`config.mk`:
```
export PLATFORM = sky130hd
export DESIGN_NAME = bool_sweep_ctrl
export DESIGN_NICKNAME = d
export VERILOG_FILES = /design/src/rtl/bool_sweep_ctrl.sv
export SDC_FILE = /design/constraint.sdc
export NUM_CORES = 1
export LEC_CHECK = 0
export BUFFER_PORTS_ARGS = -buffer_cell sky130_fd_sc_hd__clkbuf_2
export CORE_MARGIN = 8
export CORE_UTILIZATION = 45
export DETAILED_ROUTE_END_ITERATION = 16
export HOLD_SLACK_MARGIN = 0.12
export PLACE_DENSITY = 0.68
export SYNTH_ARGS = -nofsm -noshare
export SYNTH_HDL_FRONTEND = slang
export SYNTH_SLANG_ARGS = --single-unit
```
`constraint.sdc`:
```
create_clock -name clk -period 2.5 [get_ports clk]
set_input_delay 0.5 -clock clk [delete_from_list [all_inputs] [get_ports clk]]
set_output_delay 0.5 -clock clk [all_outputs]
set_load 0.05 [all_outputs]
```
`src/rtl/bool_sweep_ctrl.sv`:
```
// rtl/bool_sweep_ctrl.sv - sweeps a boolean block through all input vectors,
// captures its truth table and reports mismatches against an expected table.
module bool_sweep_ctrl #(
  parameter int N_IN        = 4,
  parameter int HOLD_CYCLES = 2
) (
  input  logic                 clk,
  input  logic                 rst_n,
  input  logic                 start,
  input  logic                 abort,
  input  logic [2**N_IN-1:0]   exp_tt,
  input  logic                 z_in,
  output logic [N_IN-1:0]      vec,
  output logic                 busy,
  output logic                 done,
  output logic [2**N_IN-1:0]   tt,
  output logic                 any_fail,
  output logic [N_IN:0]        fail_cnt,
  output logic [N_IN-1:0]      first_fail
);

  localparam int HW = (HOLD_CYCLES > 1) ? $clog2(HOLD_CYCLES) : 1;
  localparam logic [HW-1:0]   HOLD_LAST = HW'(HOLD_CYCLES - 1);
  localparam logic [N_IN-1:0] VEC_LAST  = '1;

  typedef enum logic [1:0] {IDLE, DRIVE, SAMPLE, DONE} state_t;

  state_t              state, nextState;
  logic [HW-1:0]       holdCnt;
  logic [2**N_IN-1:0]  expLatch;
  logic                mismatch;

  assign mismatch = (z_in != expLatch[vec]);

  always_ff @(posedge clk or negedge rst_n) begin
    if (!rst_n) state <= IDLE;
    else        state <= nextState;
  end

  always_comb begin
    nextState = state;
    busy      = 1'b0;
    done      = 1'b0;
    case (state)
      IDLE: begin
        if (start) nextState = DRIVE;
      end
      DRIVE: begin
        busy = 1'b1;
        if (abort)                     nextState = IDLE;
        else if (holdCnt == HOLD_LAST) nextState = SAMPLE;
      end
      SAMPLE: begin
        busy = 1'b1;
        if (abort)                 nextState = IDLE;
        else if (vec == VEC_LAST)  nextState = DONE;
        else                       nextState = DRIVE;
      end
      DONE: begin
        done      = 1'b1;
        nextState = IDLE;
      end
      default: nextState = IDLE;
    endcase
  end

  always_ff @(posedge clk or negedge rst_n) begin
    if (!rst_n) begin
      vec        <= '0;
      tt         <= '0;
      any_fail   <= 1'b0;
      fail_cnt   <= '0;
      first_fail <= '0;
      holdCnt    <= '0;
      expLatch   <= '0;
    end else begin
      case (state)
        IDLE: begin
          if (start) begin
            expLatch   <= exp_tt;
            tt         <= '0;
            any_fail   <= 1'b0;
            fail_cnt   <= '0;
            first_fail <= '0;
            vec        <= '0;
            holdCnt    <= '0;
          end
        end
        DRIVE: begin
          if (abort) begin
            vec     <= '0;
            holdCnt <= '0;
          end else begin
            holdCnt <= holdCnt + HW'(1);
          end
        end
        SAMPLE: begin
          // An aborted sample leaves the partial results exactly as they were.
          if (abort) begin
            vec     <= '0;
            holdCnt <= '0;
          end else begin
            tt[vec] <= z_in;
            if (mismatch) begin
              fail_cnt <= fail_cnt + (N_IN+1)'(1);
              any_fail <= 1'b1;
              if (!any_fail) first_fail <= vec;
            end
            if (vec != VEC_LAST) begin
              vec     <= vec + N_IN'(1);
              holdCnt <= '0;
            end
          end
        end
        default: ;
      endcase
    end
  end

endmodule

```
==> results of run 1 <==
==> power groups by stage <==
stage                     clock [mW]  sequential [mW]  combinational (mW)
after floorplan                    0             1.06               0.642
after detailed placement           0             1.07               0.859
final                          0.582             1.05               0.851
after global placement             0             1.07               0.842
after CTS                      0.600             1.05               0.861
after global routing           0.632             1.07               0.933
==> cells by family after synthesis <==
kind of cell    count (synthesis)
compound gates                 43
fa+ha+maj                       9
buf+inv                        16
flops                          49
mux                            44
simple gates                   61
==> worst reg2reg max path: cells and delay by family (launching register included) <==
| kind | cells | cell delay [ns] |
|---|---|---|
| mux | 4 | 1.26 |
| flops | 1 | 0.55 |
| simple gates | 1 | 0.43 |
==> area by class of cell <==
class | instances | area share
clock inverters | 1 | 0.00978
clock buffers | 7 | 0.0281
inverters | 5 | 0.00611
repair buffers | 60 | 0.104
well taps | 72 | 0.0294
multi-input cells | 157 | 0.422
flip-flops and latches | 49 | 0.400
==> metal layers <==
metal,GRT usage,vias up
met1,0.179,912
met2,0.208,44
met5,0,-
met3,0.0465,10
li1,-,936
met4,0.0510,0
==> registers in the layout, summed over array words and instances, names as in the netlist <==
register and count:
tt 16, holdCnt 1, vec 4, fail_cnt 5
first_fail 4, any_fail 1, state 2, expLatch 16
==> worst min path at each step <==
stage	startpoint	to	cells after the start
finish	rst_n	tt[12]	1
detailed placement	rst_n	fail_cnt[3]	1
CTS	rst_n	tt[12]	1
global placement	first_fail[0]	first_fail[0]	1
floorplan	rst_n	any_fail	0
global route	rst_n	tt[1]	1
==> cell usage in the layout, fill, tap and decap left out, types with 3 or more instances in the layout <==
master	netlist	layout
sky130_fd_sc_hd__o31ai_1	9	9
sky130_fd_sc_hd__a32o_1	4	4
sky130_fd_sc_hd__nor2_1	6	6
sky130_fd_sc_hd__a22o_1	16	16
sky130_fd_sc_hd__o211ai_1	3	3
sky130_fd_sc_hd__inv_1	5	5
sky130_fd_sc_hd__clkbuf_8	0	6
sky130_fd_sc_hd__mux2_2	29	29
sky130_fd_sc_hd__mux2i_1	9	9
sky130_fd_sc_hd__nor2b_1	7	7
sky130_fd_sc_hd__ha_1	9	9
sky130_fd_sc_hd__nand3_1	12	12
sky130_fd_sc_hd__o21ai_0	6	6
sky130_fd_sc_hd__buf_4	0	8
sky130_fd_sc_hd__nand2b_1	3	3
sky130_fd_sc_hd__dfrtp_1	49	48
sky130_fd_sc_hd__nand2_1	24	24
sky130_fd_sc_hd__clkbuf_2	0	52
==> per-stage QoR <==
| step | worst slack, ns | hold slack (ns) | std cells | util | area, µm² |
|---|---|---|---|---|---|
| 2_1_floorplan | 0.0118 | 0.204 | 222 | - | 2590 |
| 3_3_place_gp | 0.208 | 0.478 | 343 | 0.533 | 2950 |
| 3_5_place_dp | 0.173 | 0.492 | 343 | 0.533 | 2950 |
| 4_1_cts | 0.140 | 0.157 | 351 | 0.554 | 3070 |
| 5_1_grt | 0.0546 | 0.176 | 351 | 0.554 | 3070 |
| 6_report | 0.143 | 0.151 | 351 | 0.554 | 3070 |
==> results.md, run 1 <==
- Measured along the y axis, the die boundary spans 91.9 µm.
- The internal power of the cells totals 1.65 mW.
- The total detailed-routing wirelength is 5.61 mm.
- Counting flops with an async set or reset pin after synthesis yields a share of 1.00.
- The min-delay analysis places its worst path in the category input pin to async pin.
- Walking the worst path, the cells encountered are mux2i_1 > mux4_2 > mux2i_4 > or3_4 > mux2_1.
- The die covers 0.00844 mm².
- Counting I/O delays and the setup requirement, the final critical path takes between 2 and 2.5 ns.
- The largest buffer count on any clock path is 2.
- The net count of the mapped netlist is ~250.
- Yosys printed 0 warnings.
- The run finished with clean final reports.
- For this block, wires on met1 add up to around 2.6 mm.
- The worst path required time is 2.68 ns.
- The post-synthesis simple-gate area fraction is 0.119.
- Global routing finished with a remaining overflow of 0.
- Of the total synthesized cell area, the portion taken by full adders, half adders and majority gates is 0.0435.
- The placeable core region is between 0.005 and 0.006 mm².
- The via count of the first global-routing pass is just under 2,000.
- On the worst path, the slowest cell contributes a delay of 0.55 ns.
- Dividing the final minimum period by the clock period gives 0.943.
- The first-pass detailed-route iteration total is 4.
- The number of nets in the final layout is 308.
- The worst supply voltage drop on vdd is ~480 µV.
- The number of filler cells placed in the layout is between 500 and 600.
- The classification of the worst setup path is flip-flop to flip-flop.
- The met3 routed wirelength is around 360 µm.
- The most frequently used cell type in the post-synthesis netlist is sky130_fd_sc_hd__dfrtp_1.
- The standard-cell row count is 27.
- The power density over the cells is approximately 810 mW/mm².
- The aggregate global-route resource usage is 0.138.
- The multiplexer fraction of the synthesized cell area is 0.206.
- The later pin in the worst-skew pair is clocked with a latency of 0.30 ns.
- For the worst flop-to-flop path, the logic depth is 5.
- Overall power consumption after layout is estimated at approximately 2.5 mW.
- The synthesis-to-finish area growth is 18.5%.
- The setup TNS after final layout is 0 ns.
- The switching part of the total power is 0.336.
- The startpoint identified for the worst register-to-register timing path is vec[1].
- The analysis attributes to net switching a power of ~0.83 mW.
- In the routed layout, each cell is associated on average with a via count of between 5 and 6.
- The final weighted congestion in routability-driven placement is 0.783.
- In this run the worst setup path terminates at any_fail.
- The clock edge transition at the registers on the reported setup and hold paths is approximately 0.090 ns.
- The detailed router finished its first iteration with 67 violations.
- The share of total power dissipated in sequential elements is 0.422.
- Of the post-synthesis cell area, the dominant cell type holds 0.473.
- For this design the top-level I/O count stands at between 50 and 60.
- The repair_antennas step left the layout with diodes totalling 0.
- In this run, synthesis inferred 0 flip-flops with an integrated enable.
- The count of buffers inserted at the top-level ports is 52.
- Entering global routing, the biggest net connects 31 pins.
- Of the synthesized area, sequential elements account for 0.473.
- The beginning of the critical path is vec[1].
- Setup repair after global routing left no endpoint under its margin.
- The number of hold buffers added after cts is 0.
- The clock sink count is 49.
- In the synthesized netlist, the cells that appear most often are sky130_fd_sc_hd__dfrtp_1 (49), sky130_fd_sc_hd__mux2_2 (29), sky130_fd_sc_hd__nand2_1 (24).
- The synthesized design spends more area on one cell type than any other, namely sky130_fd_sc_hd__dfrtp_1.
- Once the clock tree was built, the resizer swapped 0 gates to a different size.
- Of the total synthesized cell area, the portion taken by XOR and XNOR cells is 0.
- The clock tree from TritonCTS is done.
- The share of layout cells above drive strength 1 is 0.380.
- The largest family of logic cells by synthesized area is multiplexers.
- The fraction of the mapped netlist area in compound gates is 0.132.
- Detailed routing placed a total of 2.54 mm of wire on met2.
- After synthesis the netlist holds a flip-flop and latch count of slightly below 50.
- The most used flip-flop cell after synthesis is sky130_fd_sc_hd__dfrtp_1.
- Setup violations remaining at the end of the flow were counted as 0.
- The first global-routing pass estimated about 9.6 mm of wire.
- The number of buffers and inverters on the critical path is 0.
- The worst register-to-register path has a setup slack of around 0.14 ns.
- The slew of the pin with the lowest slew margin is around 0.64 ns.
- In this run the worst path has a maximum fanout of 15.
- The per-instance average area after synthesis is 11.7 µm².
- The share of total power dissipated in the clock network is 0.235.
- The end of the worst register-to-register path is any_fail.
- The number of antenna violations at the first check in global routing is 0.
- After clock tree synthesis, the setup repair step added 0 buffers.
- The number of hold-slack violations in the final timing report came to 0.
- For the worst setup path, the data arrival time is roughly 2.5 ns.
- The number of vias after detailed routing is roughly 1,900.
- In this run, CTS created clock tree buffers numbering 5.
- Counting buffers and inverters, the worst setup path is 5 cells deep.
- The netlist area before placement is 0.00259 mm².
- The type of element launching the critical path is a flip-flop.
- The highest routing layer actually used is met4.
- The max-capacitance violation count is 0.
- The fraction of power consumed by combinational cells is 0.343.
- The clock tree synthesis step divided the H-tree into 2 levels.
- Ranked by total cell area, the synthesized netlist is headed by sky130_fd_sc_hd__dfrtp_1 (47%), sky130_fd_sc_hd__mux2_2 (13%), sky130_fd_sc_hd__a22o_1 (5.4%).
- The number of max-slew violations in the final report was 0.
- The highest clock rate is approximately 420 MHz.
- The initial utilization of the core area, before any placement, comes to 0.467.
- The number of standard cells after synthesis is 222.
- The total DRC errors in the routed layout is 0.
- The count of nets left with antenna violations once routing finished came out at 0.
- In the final routed layout, each cell accounts on average for roughly 16 µm.
- The cell at the slowest stage of the critical path is sky130_fd_sc_hd__dfrtp_2.
- The dominant delay contributor by cell family on the critical path is multiplexers.
- The post-synthesis cell type count is 34.
- The placed wire-length estimate is roughly 4.3 mm.
- The root cell of the clock tree is sky130_fd_sc_hd__clkbuf_8.
- Summing all flip-flop and latch instances after layout gives 0.00123 mm².
- The worst setup path is captured at a flip-flop.
- The static leakage power is 1.45 nW.
- The multi-input logic area is about 0.0013 mm².
- The horizontal extent of the die is approximately 92 µm.
- The worst setup skew after layout is 0.00802 ns.
- Headroom to the max-slew limit came out at 0.572.
(Power assumes the default switching activity.)
==> inputs of run 2 (changes only) <==
--- a/config.mk
+++ b/config.mk
@@ -10,7 +10,8 @@
 export CORE_UTILIZATION = 45
 export DETAILED_ROUTE_END_ITERATION = 16
 export HOLD_SLACK_MARGIN = 0.12
-export PLACE_DENSITY = 0.68
+export PLACE_DENSITY = 0.74
+export REMOVE_ABC_BUFFERS = 1
 export SYNTH_ARGS = -nofsm -noshare
 export SYNTH_HDL_FRONTEND = slang
 export SYNTH_SLANG_ARGS = --single-unit
==> run 2 against run 1 <==
  * Worst hold slack improved by 0.15 ns
  * Via count increased by 1.1%
  * Non-clock buffer count up 1
  * Largest cell class unchanged
==> results.md, run 2 (same netlist as run 1, synthesis figures left out) <==
- Run status: finished, final reports clean (unchanged).
- The share of layout cells above drive strength 1 is 0.386 (was 0.380).
- The number of hold-slack violations in the final timing report came to 0 (unchanged).
- The horizontal extent of the die came to 91.9 µm (unchanged).
- The classification of the worst setup path is flip-flop to flip-flop (unchanged).
- Unrepaired setup endpoints after global routing: false (unchanged).
- The insertion delay of the later-clocked pin in the worst-skew pair is 0.30 ns (about the same).
- The static leakage power is 1.45 nW (about the same).
- Most frequent cells in the layout: sky130_fd_sc_hd__clkbuf_2 (52), sky130_fd_sc_hd__dfrtp_1 (48), sky130_fd_sc_hd__mux2_2 (29) (unchanged).
- The worst slack at placement came to 0.0955 ns (was 0.173 ns).
- The worst hold path class is input pin to async pin (unchanged).
- The initial core utilization is 0.467 (unchanged).
- The standard-cell row count is 27 (unchanged).
- The worst supply voltage drop on vdd was 475 µV (was 482 µV).
- The via count of the first global-routing pass is 2,013 (was 1,980).
- The number of buffers created by CTS is 5 (unchanged).
- The first-pass detailed-route iteration total is 4 (unchanged).
- The final weighted congestion in routability-driven placement is 0.760 (was 0.783).
- The slew of the pin with the lowest slew margin is 0.656 ns (was 0.640 ns).
- The kind of end point of the critical path is a flip-flop (unchanged).
- The count of buffers inserted at the top-level ports came to 52 (unchanged).
- Largest registers: expLatch x16, tt x16, fail_cnt x5 (unchanged).
- The number of antenna violations at the first check in global routing is 0 (unchanged).
- The final setup violation count is 0 (unchanged).
- The pin count of the biggest net entering global routing is 50 (was 31).
- The most common library cell in the layout ignoring fill and taps is sky130_fd_sc_hd__clkbuf_2 (unchanged).
- The total instance count after detailed placement is 344 (was 343).
- The number of top-level pins was 53 (unchanged).
- The clock sink count is 49 (unchanged).
- The placeable core region is 0.00554 mm² (unchanged).
- The number of setup buffers added after CTS is 0 (unchanged).
- The number of vias after detailed routing is 1,923 (was 1,902).
- The total detailed-routing wirelength is 5.60 mm (was 5.61 mm).
- The root cell of the clock tree is sky130_fd_sc_hd__clkbuf_8 (unchanged).
- The post-route core utilization came to 0.553 (was 0.554).
- The total global routing overflow came to 0 (unchanged).
- The maximum fanout count along the critical path is 11 (was 15).
- The number of antenna cells inserted is 0 (unchanged).
- The number of nets in the final layout came to 309 (was 308).
- The number of violations reported at the end of detailed-routing iteration 0 is 75 (was 67).
- The final antenna-violating net count is 0 (unchanged).
- The share of the clock period used by the worst path is 0.929 (was 0.943).
- The setup TNS after final layout is 0 ns (unchanged).
- The largest buffer count on any clock path is 2 (unchanged).
- The type of element launching the critical path was a flip-flop (unchanged).
- The final period demand of the worst path was 2.32 ns (was 2.36 ns).
- The average wire per standard cell is 15.9 µm (was 16.0 µm).
- The area of the die is 0.00844 mm² (unchanged).
- The tightest slew margin relative to the limit came to 0.561 (was 0.572).
- The aggregate global-route resource usage is 0.135 (was 0.138).
- The worst path arrival time is 2.50 ns (was 2.54 ns).
- The max-capacitance violation count was 0 (unchanged).
- The number of max-slew violations in the final report is 0 (unchanged).
- The first-pass GRT wire length is 9.49 mm (was 9.58 mm).
- The H-tree depth was 2 (unchanged).
- The via density per instance is 5.46 (was 5.42).
- The area of all placed cells without fillers is 0.00306 mm² (was 0.00307 mm²).
- The power density over the cells was 791 mW/mm² (was 807 mW/mm²).
- The clock tree from TritonCTS is done (unchanged).
- The clock edge transition at the registers on the reported setup and hold paths is 0.09 ns (about the same).
- The worst path required time is 2.68 ns (about the same).
- The final cell count without fillers is 352 (was 351).
- The highest clock rate came to 430 MHz (was 424 MHz).
- The number of filler cells placed in the layout is 503 (unchanged).
- The height of the chip was 91.9 µm (unchanged).
- The synthesis-to-finish area growth is 18.2% (was 18.5%).
- The worst path setup slack after routing is 0.177 ns (was 0.143 ns).
- The worst setup skew after layout is 0.00571 ns (was 0.00802 ns).
- The area after detailed placement is 0.00296 mm² (was 0.00295 mm²).
- The total DRC errors in the routed layout is 0 (unchanged).
- The placed wire-length estimate is 4.24 mm (was 4.26 mm).
[run 2: cell types whose count changed in the layout (fill, tap and decap cells not counted), sizes merged]
| cell | previous run | this run |
|---|---|---|
| bufinv | 1 | 0 |
| buf | 8 | 9 |
| clkinv | 0 | 1 |
[run 2: layer usage]
metal  part of all wire  up-vias  global-route usage
met5                  0        -                   0
met1               0.45      930               0.168
met4              0.010        0              0.0322
met3              0.071        7              0.0497
met2               0.47       54               0.216
li1                   -      932                   -
[run 2: stage by stage]
| stage | total power, mW | hold WS, ns |
|---|---|---|
| floorplan | 1.68 | 0.204 |
| global placement | 1.90 | 0.484 |
| detailed placement | 1.94 | 0.497 |
| CTS | 2.45 | 0.314 |
| global route | 2.56 | 0.351 |
| finish | 2.42 | 0.297 |
[run 2: cell type report]
type                    instances  area [µm²]  share of cell area
repair buffers                 61         328               0.107
well taps                      72        90.1              0.0294
clock buffers                   7        96.3              0.0315
inverters                       5        18.8             0.00613
multi-input cells             157        1300               0.423
clock inverters                 1        5.00             0.00163
flip-flops and latches         49        1230               0.401
[run 2: timing repair]
action,4_1_cts,5_1_grt
hold buffers,0,0
endpoints found under the setup margin,0,1
gates resized for setup,0,1
endpoints found under the hold margin,0,0
[run 2: final timing paths]
kind,from,end,slack (ns),cells after the start
max reg2reg,vec[1],any_fail,0.18,5
min,rst_n,expLatch[14],0.30,2
max,vec[1],any_fail,0.18,5
min reg2reg,expLatch[7],expLatch[7],0.51,1
min in group clk,exp_tt[5],expLatch[5],0.43,2
max in group asynchronous,rst_n,vec[1],1.77,2
[run 2: power breakdown]
| group | switching [mW] | leakage (nW) | internal, mW |
|---|---|---|---|
| Sequential | 0.102 | 0.644 | 0.951 |
| Combinational | 0.486 | 0.756 | 0.377 |
| Clock | 0.256 | 0.0542 | 0.250 |
| Total | 0.844 | 1.45 | 1.58 |
[run 2: worst max-delay path, stage by stage, from the launching register on]
cell	delay, ns
sky130_fd_sc_hd__dfrtp_2	0.52
sky130_fd_sc_hd__mux2i_1	0.16
sky130_fd_sc_hd__mux4_2	0.51
sky130_fd_sc_hd__mux2i_4	0.24
sky130_fd_sc_hd__or3_4	0.43
sky130_fd_sc_hd__mux2_1	0.34
